[config.mk]
export PLATFORM = sky130hd
export DESIGN_NAME = bcd_adder8_ctl
export DESIGN_NICKNAME = d
export VERILOG_FILES = /design/src/rtl/bcd_adder8_pkg.sv /design/src/rtl/bcd_digit_add.sv /design/src/rtl/bcd_adder8_ctl.sv
export SDC_FILE = /design/constraint.sdc
export NUM_CORES = 1
export LEC_CHECK = 0
export BUFFER_PORTS_ARGS = -buffer_cell sky130_fd_sc_hd__buf_2
export CAP_MARGIN = 10
export CORE_UTILIZATION = 45
export CTS_CLUSTER_SIZE = 16
export DETAILED_ROUTE_END_ITERATION = 10
export GPL_TIMING_DRIVEN = 0
export PLACE_DENSITY = 0.71
export SETUP_SLACK_MARGIN = 0.15
export SYNTH_ARGS = -nofsm -noshare
export SYNTH_HDL_FRONTEND = slang
export SYNTH_SLANG_ARGS = --single-unit
[constraint.sdc]
create_clock -name clk -period 3.5 [get_ports clk]
set_input_delay 0.7 -clock clk [delete_from_list [all_inputs] [get_ports clk]]
set_output_delay 0.7 -clock clk [all_outputs]
set_load 0.05 [all_outputs]
[src/rtl/bcd_adder8_pkg.sv]
// Shared definitions for the 8-bit BCD adder: display select codes,
// controller state encoding and BCD digit limits.
package bcd_adder8_pkg;

  // Display mux select codes (also used by the downstream output mux)
  localparam logic [2:0] SHOWA     = 3'd0;
  localparam logic [2:0] SHOWB     = 3'd1;
  localparam logic [2:0] SHOWCIN   = 3'd2;
  localparam logic [2:0] SHOWRSLT  = 3'd3;
  localparam logic [2:0] SHOWBLNKS = 3'd5;
  localparam logic [2:0] SHOWERR   = 3'd6;

  // Largest legal BCD digit
  localparam logic [3:0] BCD_MAX = 4'd9;

  typedef enum logic [2:0] {
    ST_ENTER_A   = 3'd0,
    ST_ENTER_B   = 3'd1,
    ST_ENTER_CIN = 3'd2,
    ST_ADD_LO    = 3'd3,
    ST_ADD_HI    = 3'd4,
    ST_SHOW_RSLT = 3'd5,
    ST_ERR       = 3'd6
  } state_e;

  // True when both nibbles of a byte are legal BCD digits
  function automatic logic bcd_byte_ok(input logic [7:0] v);
    return (v[7:4] <= BCD_MAX) && (v[3:0] <= BCD_MAX);
  endfunction

endpackage

[src/rtl/bcd_digit_add.sv]
// Single BCD digit adder: a + b + cin with decimal correction.
module bcd_digit_add
  import bcd_adder8_pkg::*;
(
  input  logic [3:0] a_i,
  input  logic [3:0] b_i,
  input  logic       cin_i,
  output logic [3:0] digit_o,
  output logic       cout_o
);

  logic [4:0] sum;

  // Binary sum then +6 correction when it exceeds one decimal digit
  always_comb begin
    sum = {1'b0, a_i} + {1'b0, b_i} + {4'b0000, cin_i};
    if (sum > {1'b0, BCD_MAX}) begin
      digit_o = sum[3:0] + 4'd6;
      cout_o  = 1'b1;
    end else begin
      digit_o = sum[3:0];
      cout_o  = 1'b0;
    end
  end

endmodule

[src/rtl/bcd_adder8_ctl.sv]
// Operand entry sequencer and two-digit BCD add for the DE1 display path.
// One digit adder is time-shared: ones digit in ADD_LO, tens in ADD_HI.
module bcd_adder8_ctl
  import bcd_adder8_pkg::*;
#(
  parameter int BLINK_CNT = 25_000_000
) (
  input  logic        clk,
  input  logic        reset,
  input  logic        btn,
  input  logic [9:0]  SW,
  output logic [11:0] RSLT,
  output logic [2:0]  out_mux_sel
);

  localparam int CW = $clog2(BLINK_CNT);
  localparam logic [CW-1:0] CNT_LAST = CW'(BLINK_CNT - 1);

  state_e        state_q, state_d;
  logic          btn_q;
  logic [7:0]    a_q, a_d;
  logic [7:0]    b_q, b_d;
  logic          cin_q, cin_d;
  logic          c1_q, c1_d;
  logic [CW-1:0] cnt_q, cnt_d;
  logic          phase_q, phase_d;
  logic [11:0]   rslt_q, rslt_d;

  logic          press;
  logic          sw_ok;
  logic [3:0]    add_a, add_b, add_digit;
  logic          add_cin, add_cout;
  logic          unused_sw;

  assign press     = btn & ~btn_q;
  assign sw_ok     = bcd_byte_ok(SW[7:0]);
  assign unused_sw = ^SW[9:8];
  assign RSLT      = rslt_q;

  // Operand mux: tens digits and tens carry in ADD_HI, ones digits otherwise
  always_comb begin
    if (state_q == ST_ADD_HI) begin
      add_a   = a_q[7:4];
      add_b   = b_q[7:4];
      add_cin = c1_q;
    end else begin
      add_a   = a_q[3:0];
      add_b   = b_q[3:0];
      add_cin = cin_q;
    end
  end

  bcd_digit_add u_digit (
    .a_i     (add_a),
    .b_i     (add_b),
    .cin_i   (add_cin),
    .digit_o (add_digit),
    .cout_o  (add_cout)
  );

  // Button edge register; resets high so a held button is not a press
  always_ff @(posedge clk or posedge reset) begin
    if (reset) btn_q <= 1'b1;
    else       btn_q <= btn;
  end

  // State register
  always_ff @(posedge clk or posedge reset) begin
    if (reset) state_q <= ST_ENTER_A;
    else       state_q <= state_d;
  end

  // Next-state logic; one transition per press, add states run unconditionally
  always_comb begin
    state_d = state_q;
    unique case (state_q)
      ST_ENTER_A: begin
        if (press) state_d = sw_ok ? ST_ENTER_B : ST_ERR;
        else       state_d = ST_ENTER_A;
      end
      ST_ENTER_B: begin
        if (press) state_d = sw_ok ? ST_ENTER_CIN : ST_ERR;
        else       state_d = ST_ENTER_B;
      end
      ST_ENTER_CIN: begin
        if (press) state_d = ST_ADD_LO;
        else       state_d = ST_ENTER_CIN;
      end
      ST_ADD_LO:    state_d = ST_ADD_HI;
      ST_ADD_HI:    state_d = ST_SHOW_RSLT;
      ST_SHOW_RSLT: begin
        if (press) state_d = ST_ENTER_A;
        else       state_d = ST_SHOW_RSLT;
      end
      ST_ERR: begin
        if (press) state_d = ST_ENTER_A;
        else       state_d = ST_ERR;
      end
      default:      state_d = ST_ENTER_A;
    endcase
  end

  // Display select decode from state and blink phase
  always_comb begin
    out_mux_sel = SHOWA;
    unique case (state_q)
      ST_ENTER_A:   out_mux_sel = SHOWA;
      ST_ENTER_B:   out_mux_sel = SHOWB;
      ST_ENTER_CIN: out_mux_sel = SHOWCIN;
      ST_ADD_LO:    out_mux_sel = SHOWBLNKS;
      ST_ADD_HI:    out_mux_sel = SHOWBLNKS;
      ST_SHOW_RSLT: out_mux_sel = SHOWRSLT;
      ST_ERR: begin
        if (phase_q) out_mux_sel = SHOWBLNKS;
        else         out_mux_sel = SHOWERR;
      end
      default:      out_mux_sel = SHOWA;
    endcase
  end

  // Datapath next values: operand capture, add results, blink timing
  always_comb begin
    a_d     = a_q;
    b_d     = b_q;
    cin_d   = cin_q;
    c1_d    = c1_q;
    cnt_d   = cnt_q;
    phase_d = phase_q;
    rslt_d  = rslt_q;
    unique case (state_q)
      ST_ENTER_A: begin
        if (press && sw_ok) a_d = SW[7:0];
        else                a_d = a_q;
      end
      ST_ENTER_B: begin
        if (press && sw_ok) b_d = SW[7:0];
        else                b_d = b_q;
      end
      ST_ENTER_CIN: begin
        if (press) cin_d = SW[0];
        else       cin_d = cin_q;
      end
      ST_ADD_LO: begin
        rslt_d = {rslt_q[11:4], add_digit};
        c1_d   = add_cout;
      end
      ST_ADD_HI: begin
        rslt_d = {3'b000, add_cout, add_digit, rslt_q[3:0]};
      end
      ST_SHOW_RSLT: begin
        rslt_d = rslt_q;
      end
      ST_ERR: begin
        if (press) begin
          cnt_d   = '0;
          phase_d = 1'b0;
        end else if (cnt_q == CNT_LAST) begin
          cnt_d   = '0;
          phase_d = ~phase_q;
        end else begin
          cnt_d   = cnt_q + CW'(1);
          phase_d = phase_q;
        end
      end
      default: begin
        rslt_d = rslt_q;
      end
    endcase
  end

  // Datapath registers
  always_ff @(posedge clk or posedge reset) begin
    if (reset) begin
      a_q     <= 8'h00;
      b_q     <= 8'h00;
      cin_q   <= 1'b0;
      c1_q    <= 1'b0;
      cnt_q   <= '0;
      phase_q <= 1'b0;
      rslt_q  <= 12'h000;
    end else begin
      a_q     <= a_d;
      b_q     <= b_d;
      cin_q   <= cin_d;
      c1_q    <= c1_d;
      cnt_q   <= cnt_d;
      phase_q <= phase_d;
      rslt_q  <= rslt_d;
    end
  end

endmodule

== After elaboration in Yosys (flattened, before gate mapping) ==
Index checks and enable logic that the tools add are counted.
W data, S select, Z words.

* Bits of input ports: 13
* Logic and storage cells: 60
* Register bits: 60

* Muxes and demuxes: 20
* Equality and inequality tests: 7
* Bitwise logic cells: 5
* Reductions and logical operators: 11
* $add $sub $neg: 4
* Magnitude comparators: 3

{| class="wikitable"
|+ Operators by type and width
! kind !! number
|-
| $mux W25 || 2
|-
| $add A25 B1 Y25 const B || 1
|-
| $eq A25 B25 Y1 const B || 1
|-
| $pmux W12 S2 || 1
|-
| $pmux W3 S7 || 1
|-
| $mux W3 || 6
|-
| $pmux W3 S5 || 1
|-
| $mux W4 || 3
|-
| $reduce_and A2 Y1 || 6
|-
| $eq A3 B3 Y1 const B || 3
|-
| $le A4 B4 Y1 const B || 2
|-
| $eq A3 B2 Y1 const B || 2
|-
| $add A4 B4 Y5 || 1
|-
| $add A5 B1 Y5 || 1
|-
| $gt A5 B4 Y1 const B || 1
|-
| $mux W1 || 5
|-
| $add A4 B3 Y4 const B || 1
|-
| $not A1 Y1 || 4
|-
| $eq A3 B1 Y1 const B || 1
|-
| $logic_not A3 Y1 || 1
|-
| $logic_and A1 B1 Y1 || 2
|-
| $mux W2 || 1
|-
| $reduce_bool A2 Y1 || 1
|-
| $reduce_or A2 Y1 || 1
|-
| $and A1 B1 Y1 || 1
|}

== Depth between registers and ports, before layout ==
Gate-level depths: netlist of the first run.

* Depth after elaboration: 7
* Gate-level depth with buffers: 13

== Modules after synthesis ==
From an unflattened synthesis of the first run, not the netlist that was laid out.

* Cell total of the unflattened synthesis: 285
* Area total of the unflattened synthesis: 3174.3 µm²

{| class="wikitable"
|+ By module, submodules not included
! module !! area each (µm²) !! cells an instance !! times used !! seq. area each (µm²)
|-
| bcd_adder8_ctl || 2962.8 || 263 || 1 || 1427.6
|-
| bcd_digit_add || 211.5 || 22 || 1 || 0.0
|}

== Worst setup path after synthesis of the first run ==
No wires, ideal clock.

* Path type: reg-to-reg
* From: reg state_q[0]
* To: reg rslt_q[6], in the netlist RSLT[6]
* Path buffers: 2
* Arrival time: 2.937 ns
* Setup slack: 0.481 ns
* Setup time: 0.083 ns
* Data required time: 3.417 ns
* Cell stages (with the launch flop): 14
* Path through: dfrtp_1 > clkbuf_1 > nor3_1 > clkbuf_1 > mux2i_1 > fa_1 > inv_1 > fa_1 > xor2_1 > inv_1 > ha_1 > o211ai_1 > nand2_1 > o21ai_0

* Word-level cells in the longest chain between the ends: 7
* Elaborated cells on any way between the ends: 13

{| class="wikitable"
|+ Ends and longest elaborated chain
! what !! RTL line !! text
|-
| start: declaration || bcd_adder8_ctl.sv:19 || <nowiki>state_e state_q, state_d;</nowiki>
|-
| start signal: assignment || bcd_adder8_ctl.sv:70 || <nowiki>else state_q <= state_d;</nowiki>
|-
| $eq A3 B3 Y1 || bcd_adder8_ctl.sv:42, bcd_adder8_ctl.sv:130 ||
|-
| $mux W4 || bcd_adder8_ctl.sv:42 || <nowiki>if (state_q == ST_ADD_HI) begin</nowiki>
|-
| $add A4 B4 Y5 || bcd_digit_add.sv:16 || <nowiki>sum = {1'b0, a_i} + {1'b0, b_i} + {4'b0000, cin_i};</nowiki>
|-
| $add A5 B1 Y5 || bcd_digit_add.sv:16 ||
|-
| $add A4 B3 Y4 / $gt A5 B4 Y1 (equally long branches) || bcd_digit_add.sv:18, bcd_digit_add.sv:17 ||
|-
| $mux W4 || bcd_digit_add.sv:17 || <nowiki>if (sum > {1'b0, BCD_MAX}) begin</nowiki>
|-
| $pmux W12 S2 || bcd_adder8_ctl.sv:130 || <nowiki>unique case (state_q)</nowiki>
|-
| end signal: assignment || bcd_adder8_ctl.sv:188 || <nowiki>rslt_q <= rslt_d;</nowiki>
|-
| end: declaration || bcd_adder8_ctl.sv:27 || <nowiki>logic [11:0] rslt_q, rslt_d;</nowiki>
|}

Several ways; a longest one is shown, not always the timed one. The select of a mux whose other input is x is not followed.
A chain may end at the register's enable or synchronous reset.

== Worst setup path after layout of the first run ==
* From: reg state_q[1]
* To: reg rslt_q[3], in the netlist RSLT[3]

The elaborated chain is that of the path after synthesis.

==> metrics.cfg, run 1 <==
[timing]
fmax_mhz=317
hold_viol=0
setup_violations=0
rsz0062_at_grt=true
slew_viol_final=0
finalWorstSetupSlack_ps=345
fin_crit_ps=3150
worst-slew-pin-transition_ps=644
period_share=0.901
clock_skew_ps=8.91
slew-limit-headroom=0.567

[worst_setup_path]
critPathMaxStageDelay_ps=440
regToRegStartpoint=state_q[1]
worstPathCellList=clkbuf_2 > nor2_1 > nand2_1 > clkbuf_2 > nand2_1 > nand2_1 > ha_1 > nor2b_1 > o21a_1 > or3_1 > clkbuf_1 > a2111oi_1 > a211o_1
critical_path.max_fanout=10
cp-end-kind=flip-flop
rr_worst_depth=13
critPathRequiredTime_ps=3780
crit_slowest_cell=a2111oi_1
cpMostUsedCell=nand2_1
crit_family=simple AND/OR/NAND/NOR gates
path_class=reg2reg
start_kind=flip-flop
r2r_slack_ps=350
worstPathArrival_ps=3430
cp_num_buf_inv=3
timing.rr.end=RSLT[3]

[global_routing]
grt_max_degree=31
antenna_found_initial=0
grt.total_usage=0.206
grt_overflow=0
grt_pass1_wl_microns=11800
grt_pass1_vias=2497

[die]
start_util=0.468
die_w_microns=86.3
num_rows=30
dieArea_sq_um=7440
pin_count=28
coreArea_sq_um=6830
die_h_microns=86.3

[clock_network]
insertion_delay_ps=340
ctsRootBufferMaster=clkbuf_8
clkSlewWorstSetupHoldPaths_ps=70
cts_buffers=9
cts_num_sinks=57
clockBufferDepth=2
tritoncts=done
holdBufCountCts=0
htree_levels=3

[synthesis]
ys_ff_latch=57
synth_seq_area_share=0.447
netlist_instances=346
syn_avg_cell_area_sq_um=9.24
ys_types=50
synthesis.area_sq_um=3200
yosysWarnings=0

[route]
routed_wl_microns=7090
wl_per_cell_microns=14.7
via_count=2723
drtIter0Drc=146
dr.pass1.iters=5
ant_nets=0
avgViaCountPerCell=5.63
drc=0

[power]
ir_worst_vdd_uv=395
p_leak_nw=1.64
power_density_nw_per_um2=866

[outcome]
outcome=complete, no violations

[placement]
gp_congestion=0.854
portBuffers=22
hpwl_microns=5030
pre_cts_slack_ps=-56.8

[layout]
final_nets=403
fillCellCount=648
fin_util=0.538
drive_above_1_share=0.201
seqCellArea_sq_um=1430
area_delta_synth_final_pct=15.0
multi_input_area_sq_um=1650
num_antenna_cells=0

[worst_hold_path]
holdCritPathClass=in2async

[job]
drv_cap=0

==> state kept, by name, summed over array words and instances, names as in the netlist <==
name     flops
c1_q         1
a_q          8
state_q      3
cin_q        1
phase_q      1
RSLT         9
cnt_q       25
btn_q        1
b_q          8
==> synth_stat cells, drive strengths merged <==
cell,instances,area (sq um)
fa,2,40.0
a2bb2oi,1,8.76
or2,1,6.26
nand3,13,65.1
nand2b,9,56.3
or4,3,26.3
dfrtp,56,1400
nor4b,1,8.76
o21a,2,15.0
nand2,57,214
or3,3,18.8
o22ai,4,25.0
nor2b,3,18.8
nor3,9,45.0
a211o,2,17.5
nor4,3,33.8
nor2,16,60.1
nand3b,3,22.5
a21o,2,15.0
and4b,1,10.0
ha,5,62.6
nor3b,1,7.51
o31ai,4,30.0
and4,2,17.5
mux2i,8,80.1
or3b,1,8.76
a31oi,21,131
and3,3,18.8
nand4,10,62.6
xor2,3,26.3
dfstp,1,26.3
clkbuf,12,45.0
a21oi,14,77.6
mux2,17,191
o21ai,24,120
a2111oi,1,8.76
o211a,1,10.0
o211ai,2,15.0
conb,1,3.75
buf,7,60.1
inv,12,45.0
and2,2,12.5
a41oi,1,8.76
a311oi,2,17.5
==> worst max path at each step <==
stage,start,to,cells past startpoint
2_1_floorplan,state_q[0],RSLT[6],13
3_3_place_gp,state_q[0],RSLT[2],13
4_1_cts,state_q[0],RSLT[2],11
3_5_place_dp,state_q[0],RSLT[2],13
5_1_grt,state_q[1],RSLT[6],13
6_report,state_q[1],RSLT[3],13
==> power by group <==
group / switching (W) / internal (W) / total (W)
Clock: 0.000265 / 0.000325 / 0.000589
Combinational: 0.00104 / 0.000585 / 0.00163
Sequential: 0.000115 / 0.000850 / 0.000965
Total: 0.00142 / 0.00176 / 0.00318
==> cell families after synthesis <==
| family | synth area share |
|---|---|
| AND/OR/NAND/NOR | 0.223 |
| AO/OA/AOI/OAI | 0.157 |
| flip-flops | 0.447 |
| buffers and inverters | 0.0470 |
| multiplexers | 0.0850 |
| adder cells (fa/ha/maj) | 0.0321 |
| XOR/XNOR | 0.00822 |
| other | 0.00117 |
==> final cells by class <==
cell class                      instances  area share
Buffer                                 19      0.0310
Clock buffer                           10      0.0347
Clock inverter                          6      0.0160
Inverter                               12      0.0123
Multi-Input combinational cell        260       0.448
Sequential cell                        57       0.388
Tap cell                               96      0.0327
Timing Repair Buffer                   24      0.0374
==> metal layers <==
layer,part of all wire,GRT usage,vias up
met5,0,0,-
met4,0.013,0.0742,0
met3,0.051,0.0533,8
met2,0.50,0.346,72
met1,0.44,0.255,1321
li1,-,-,1322
==> metrics by stage <==
step / std cells / hold WS [ps] / area (sq um) / setup TNS (ps) / total power, W
2_1_floorplan: 348 / 449 / 3200 / 0 / 0.00216
3_3_place_gp: 466 / 456 / 3430 / 0 / 0.00245
3_5_place_dp: 467 / 464 / 3450 / -84.2 / 0.00250
4_1_cts: 483 / 455 / 3650 / 0 / 0.00312
5_1_grt: 484 / 463 / 3680 / 0 / 0.00340
6_report: 484 / 448 / 3680 / 0 / 0.00318
==> layout by cell type, fill, tap and decap left out, types with 4 or more instances in the layout <==
| master | instances |
|---|---|
| mux2_2 | 17 |
| mux2i_1 | 8 |
| buf_4 | 5 |
| clkbuf_8 | 9 |
| clkinv_2 | 4 |
| ha_1 | 5 |
| o31ai_1 | 4 |
| nand3_1 | 13 |
| nor2_1 | 16 |
| clkbuf_2 | 4 |
| a31oi_1 | 21 |
| nor3_1 | 8 |
| nand2b_1 | 9 |
| buf_2 | 22 |
| a21oi_1 | 12 |
| clkbuf_1 | 9 |
| dfrtp_1 | 56 |
| nand2_1 | 57 |
| o21ai_1 | 5 |
| inv_1 | 11 |
| o21ai_0 | 19 |
| nand4_1 | 10 |
| o22ai_1 | 4 |
==> timing repair <==
action,4_1_cts,5_1_grt
resized for setup,4,9
pin swaps,0,2
endpoints found under the setup margin,8,8
setup buffers,0,1
(Power assumes the default switching activity.)
==> run 2: changes to the inputs <==
--- a/config.mk
+++ b/config.mk
@@ -5,6 +5,7 @@
 export SDC_FILE = /design/constraint.sdc
 export NUM_CORES = 1
 export LEC_CHECK = 0
+export ABC_AREA = 1
 export BUFFER_PORTS_ARGS = -buffer_cell sky130_fd_sc_hd__buf_2
 export CAP_MARGIN = 10
 export CORE_UTILIZATION = 45
==> constraint.sdc (replaced) <==
create_clock -name clk -period 3.5 [get_ports clk]
set_input_delay 0.875 -clock clk [delete_from_list [all_inputs] [get_ports clk]]
set_output_delay 0.875 -clock clk [all_outputs]
set_load 0.05 [all_outputs]
==> run 2 against run 1 <==
Sequential share of layout area down 1.1 points. Clock power up 4.9%. Largest power group unchanged. Count of clock-buffer cells in the layout up 2. Clock skew down 0.72 ps. Die area up 4.1%.
==> metrics.cfg, run 2 <==
[clock_network]
cts_num_sinks=57  ; unchanged
insertion_delay_ps=330  ; about the same
htree_levels=3  ; unchanged
ctsRootBufferMaster=clkbuf_8
clockBufferDepth=2  ; unchanged
tritoncts=done
cts_buffers=9  ; unchanged
clkSlewWorstSetupHoldPaths_ps=60  ; about the same

[global_routing]
grt_overflow=0  ; unchanged
grt.total_usage=0.215  ; +0.00963
grt_max_degree=37  ; +19%
antenna_found_initial=0  ; unchanged
grt_pass1_vias=2782  ; +11%
grt_pass1_wl_microns=12700  ; +8.1%

[worst_setup_path]
critPathMaxStageDelay_ps=430  ; about the same
cp-end-kind=flip-flop
critical_path.max_fanout=10  ; unchanged
crit_family=simple AND/OR/NAND/NOR gates
critPathRequiredTime_ps=3720  ; -60 ps
rr_worst_depth=16  ; +3
worstPathCellList=inv_2 > nand2_1 > nor2_2 > clkbuf_4 > mux2i_1 > fa_1 > inv_1 > fa_1 > nand2_1 > inv_1 > o21ai_0 > nand3_1 > nand2_1 > nand2_1 > nand3_1 > nand2_1
path_class=reg2reg
cpMostUsedCell=nand2_1
start_kind=flip-flop
cp_num_buf_inv=4  ; +1
crit_slowest_cell=dfrtp_1
worstPathArrival_ps=3240  ; -190 ps
path_depth=16  ; +3

[synthesis]
yosysWarnings=0  ; unchanged
synth_edf_count=0  ; unchanged
synth_seq_area_share=0.429  ; -0.0181
synth_top_area_cell=dfrtp_1
yosysTopAreaCellShare=0.421  ; -0.0178
syn_avg_cell_area_sq_um=7.47  ; -19%
async_reset_ff_frac=1.00  ; unchanged
ys_ff_latch=57  ; unchanged
synthTopCellsByCount=nand2_1 (140), nor2_1 (57), dfrtp_1 (56)
synth_flop_cell=dfrtp_1
ys_types=34  ; -32%
netlist_instances=446  ; +29%
yosysMostFrequentCell=nand2_1
synthesis.area_sq_um=3330  ; +4.2%
synthTopCellsByArea=dfrtp_1 (42%), nand2_1 (16%), nor2_1 (6.4%), nand3_1 (5.3%), inv_1 (5.1%)

[timing]
clock_skew_ps=8.19  ; -0.718 ps
rsz0062_at_grt=false
hold_viol=0  ; unchanged
fin_crit_ps=3020  ; -130 ps
finalWorstSetupSlack_ps=475  ; +130 ps
slew_viol_final=0  ; unchanged
tns_ps=0  ; unchanged
setup_violations=0  ; unchanged
fmax_mhz=331  ; +4.3%
period_share=0.864  ; -0.0372

[placement]
placed_area_sq_um=3590  ; +3.9%
hpwl_microns=5480  ; +8.8%
pre_cts_slack_ps=443  ; +500 ps
portBuffers=22  ; unchanged
gp_congestion=0.840  ; -1.6%

[die]
num_rows=30  ; unchanged
die_h_microns=88.0  ; +2.0%
start_util=0.477  ; +0.00930
pin_count=28  ; unchanged
dieArea_sq_um=7750  ; +4.1%
die_w_microns=88.0  ; +2.0%
coreArea_sq_um=6980  ; +2.2%

[route]
highest_layer=met4
ant_nets=0  ; unchanged
routed_wl_microns=7400  ; +4.4%
dr.pass1.iters=7  ; +2
met1_length_microns=3540  ; +14%
avgViaCountPerCell=5.07  ; -10%
wl_met3_microns=340  ; -6.8%
met2_length_microns=3350  ; -4.7%
drc=0  ; unchanged
wl_per_cell_microns=12.7  ; -13%
via_count=2948  ; +8.3%
drtIter0Drc=230  ; +58%

[job]
drv_cap=0  ; unchanged

[layout]
top_register=cnt_q
num_antenna_cells=0  ; unchanged
final_common_cell=nand2_1
largest_register_ff_count=25  ; unchanged
area_delta_synth_final_pct=13.7
mostFrequentLayoutCells=nand2_1 (140), nor2_1 (57), dfrtp_1 (55)
drive_above_1_share=0.189  ; -0.0117
final_cell_area_sq_um=3790  ; +3.0%
fin_util=0.542  ; +0.00438
final_nets=502  ; +25%

[worst_hold_path]
worstHoldPathCells=2
holdCritPathClass=reg2reg

[power]
p_leak_nw=1.90  ; +16%
ir_worst_vdd_uv=496  ; +26%
power.total_w=0.00333  ; +4.7%
power_density_nw_per_um2=880  ; +1.6%

[outcome]
outcome=complete, no violations

## run 2: metal layers
metal	up-vias	GRT usage
li1	1487	-
met1	1373	0.302
met2	73	0.331
met3	15	0.0302
met4	0	0.0997
met5	-	0
## run 2: path summary, 6_finish.rpt
kind / startpoint / to / slack (ps)
max: state_q[1] / RSLT[2] / 480
min: RSLT[5] / RSLT[5] / 470
max reg2reg: state_q[1] / RSLT[2] / 480
min reg2reg: RSLT[5] / RSLT[5] / 470
max in group asynchronous: reset / cnt_q[0] / 2380
min in group asynchronous: reset / a_q[3] / 570
## run 2: worst min-delay path, stage by stage (launching register included)
cell and delay [ps]:
dfrtp_1 340, nand2_1 50, nand2_1 50
## run 2: cell families (layout without fill, tap and decap cells)
kind of cell / Yosys count / in the layout / share of synthesized area
xor gates and xnor gates: 4 / 4 / 0.0105
AOI/OAI and AO/OA: 43 / 43 / 0.0781
buffers and inverters: 61 / 99 / 0.0789
and+or+nand+nor: 271 / 271 / 0.366
DFF: 57 / 57 / 0.429
other: 1 / 3 / 0.00113
adders and majority gates: 7 / 7 / 0.0308
muxes: 2 / 2 / 0.00601
## run 2: area by class of cell
type	count	area, sq um
tap	96	120
inverter	51	191
timing repair buffer	23	130
buffer	10	73.8
clock inverter	3	40.0
fill	696	3190
sequential	57	1430
clock buffer	12	155
multi-input combinational	330	1650
## run 2: where the power goes
group | total [W] | switching [W] | internal, W
logic | 0.00156 | 0.00106 | 0.000506
clock network | 0.000618 | 0.000256 | 0.000361
registers | 0.00115 | 0.000240 | 0.000912
total | 0.00333 | 0.00155 | 0.00178
## run 2: repair_timing
item | in CTS | in global routing
gates resized for setup | 0 | 2
hold buffers | 0 | 0
setup buffers | 0 | 0
endpoints found under the setup margin | 0 | 5
## run 2: through the flow
step | std cells | hold WS, ps
after global placement | 566 | 460
final | 582 | 474
after CTS | 582 | 479
after global routing | 582 | 512
after floorplan | 448 | 454
after detailed placement | 567 | 463
==> run 3: changes to the inputs <==
--- a/config.mk
+++ b/config.mk
@@ -8,11 +8,11 @@
 export ABC_AREA = 1
 export BUFFER_PORTS_ARGS = -buffer_cell sky130_fd_sc_hd__buf_2
 export CAP_MARGIN = 10
-export CORE_UTILIZATION = 45
+export CORE_UTILIZATION = 35
 export CTS_CLUSTER_SIZE = 16
 export DETAILED_ROUTE_END_ITERATION = 10
 export GPL_TIMING_DRIVEN = 0
-export PLACE_DENSITY = 0.71
+export PLACE_DENSITY = 0.59
 export SETUP_SLACK_MARGIN = 0.15
 export SYNTH_ARGS = -nofsm -noshare
 export SYNTH_HDL_FRONTEND = slang
==> run 3 against run 2 <==
Routed wire length is 0.78% higher. Clock skew hardly changed. Global-route usage down 4.9 points. First-iteration DRC count fell by 43%. Via count fell by 2.4%. Maximum frequency shrank 1.2%. Final area grew 2.0%. Core utilization decreased by 12 points. Largest cell class unchanged. Largest power group unchanged. Highest routed layer unchanged.
==> metrics.cfg, run 3 (synthesized netlist as in run 2, its figures left out) <==
[worst_setup_path]
crit_slowest_cell=dfrtp_1
critPathMaxStageDelay_ps=430  ; about the same
cpMostUsedCell=nand2_1
cp_num_buf_inv=4  ; unchanged
worstPathCellList=inv_2 > nand2_1 > nor2_2 > clkbuf_4 > mux2i_1 > fa_1 > inv_1 > fa_1 > nand2_1 > inv_1 > o21ai_0 > nand3_1 > nand2_1 > nand2_1 > nand3_1 > nand2_1
cp-end-kind=flip-flop
critPathRequiredTime_ps=3720  ; about the same
path_class=reg2reg
regToRegStartpoint=state_q[1]
critical_path.max_fanout=10  ; unchanged
start_kind=flip-flop
crit_start=state_q[1]
crit_family=simple AND/OR/NAND/NOR gates
worstPathArrival_ps=3280  ; +40 ps

[placement]
placed_area_sq_um=3630  ; +1.2%
place_inst=600  ; +5.8%
gp_congestion=0.858  ; +2.1%
hpwl_microns=5740  ; +4.8%
portBuffers=22  ; unchanged
pre_cts_slack_ps=364  ; -79.6 ps

[layout]
final_common_cell=nand2_1
fin_util=0.418  ; -0.124
fin_cells=616  ; +5.8%
drive_above_1_share=0.193  ; +0.00372
mostFrequentLayoutCells=nand2_1 (140), nor2_1 (57), dfrtp_1 (55)
final_nets=502  ; unchanged
largest_register_ff_count=25  ; unchanged
final_cell_area_sq_um=3860  ; +2.0%
num_antenna_cells=0  ; unchanged
top_register=cnt_q
area_delta_synth_final_pct=16.0

[timing]
worst-slew-pin-transition_ps=508
tns_ps=0  ; unchanged
slew-limit-headroom=0.661
setup_violations=0  ; unchanged
fin_crit_ps=3060  ; +35.6 ps
finalWorstSetupSlack_ps=440  ; -35.6 ps
clock_skew_ps=8.59  ; +0.398 ps
rsz0062_at_grt=false
slew_viol_final=0  ; unchanged
fmax_mhz=327  ; -1.2%
period_share=0.874  ; +0.0102
hold_viol=0  ; unchanged

[die]
pin_count=28  ; unchanged
dieArea_sq_um=9910  ; +28%
start_util=0.360  ; -0.117
coreArea_sq_um=9240  ; +32%
die_w_microns=99.6  ; +13%
die_h_microns=99.6  ; +13%
num_rows=35  ; +17%

[global_routing]
grt_pass1_wl_microns=13000  ; +2.1%
grt_overflow=0  ; unchanged
grt_max_degree=36  ; -2.7%
antenna_found_initial=0  ; unchanged
grt.total_usage=0.166  ; -0.0490
grt_pass1_vias=2800  ; +0.65%

[worst_hold_path]
hp-start=RSLT[7]
holdCritPathClass=reg2reg

[route]
dr.pass1.iters=4  ; -3
drc=0  ; unchanged
drtIter0Drc=132  ; -43%
wl_per_cell_microns=12.1  ; -4.8%
ant_nets=0  ; unchanged
avgViaCountPerCell=4.67  ; -7.8%
routed_wl_microns=7460  ; +0.78%
via_count=2877  ; -2.4%

[outcome]
outcome=complete, no violations

[job]
drv_cap=0  ; unchanged

[clock_network]
clkSlewWorstSetupHoldPaths_ps=70  ; about the same
cts_num_sinks=57  ; unchanged
tritoncts=done
post-cts-setup-buffers=0  ; unchanged
htree_levels=3  ; unchanged
ctsRootBufferMaster=clkbuf_8
cts_buffers=9  ; unchanged
clockBufferDepth=2  ; unchanged
holdBufCountCts=0  ; unchanged
insertion_delay_ps=330  ; about the same

[power]
power_density_nw_per_um2=882  ; +0.23%
p_leak_nw=1.91  ; +0.69%
ir_worst_vdd_uv=628  ; +27%

-- run 3: cell count changes in the layout (fill, tap and decap cells not counted) --
cell | before | now
clkbuf_1 | 1 | 0
clkinvlp_4 | 0 | 1
bufinv_16 | 1 | 2
-- run 3: worst reg2reg max path: stages, from the launching register on --
cell and delay, ps:
dfrtp_1 430, inv_2 110, nand2_1 90, nor2_2 210
clkbuf_4 270, mux2i_1 270, fa_1 200, inv_1 70
fa_1 390, nand2_1 90, inv_1 50, o21ai_0 210
nand3_1 200, nand2_1 150, nand2_1 80, nand3_1 80
nand2_1 50
-- run 3: worst paths after layout --
path                            to  slack [ps]  cells past startpoint
min in group asynchronous  RSLT[7]         570                      2
setup reg to reg           RSLT[5]         440                     16
max in group asynchronous    btn_q        2310                      3
setup / recovery           RSLT[5]         440                     16
hold / removal             RSLT[7]         470                      2
hold reg to reg            RSLT[7]         470                      2
-- run 3: cell type report --
type	instances	area (sq um)
buffer	10	73.8
clock buffer	11	151
clock inverter	5	77.6
fill	987	5380
inverter	51	191
multi-input combinational	330	1650
sequential	57	1430
tap	129	161
timing repair buffer	23	130
-- run 3: through the flow --
step	hold WS [ps]	power (W)
2_1_floorplan	454	0.00235
3_3_place_gp	459	0.00266
3_5_place_dp	460	0.00271
4_1_cts	480	0.00343
5_1_grt	506	0.00371
6_report	474	0.00341
-- run 3: timing repair --
action | 4_1_cts | 5_1_grt
resized for setup | 0 | 2
setup endpoints to repair | 0 | 4
hold endpoints to repair | 0 | 0
-- run 3: power by group --
group	internal (W)	switching [W]	total [W]
Combinational	0.000500	0.00105	0.00155
Sequential	0.000911	0.000236	0.00115
Clock	0.000437	0.000274	0.000712
-- run 3: layer usage --
metal	wire, microns	track usage	share of wire	vias up
met1	3600	0.226	0.48	1351
met5	0	0	0	-
met2	3570	0.266	0.48	39
met4	110	0.0622	0.015	0
li1	-	-	-	1477
met3	177	0.0288	0.024	10
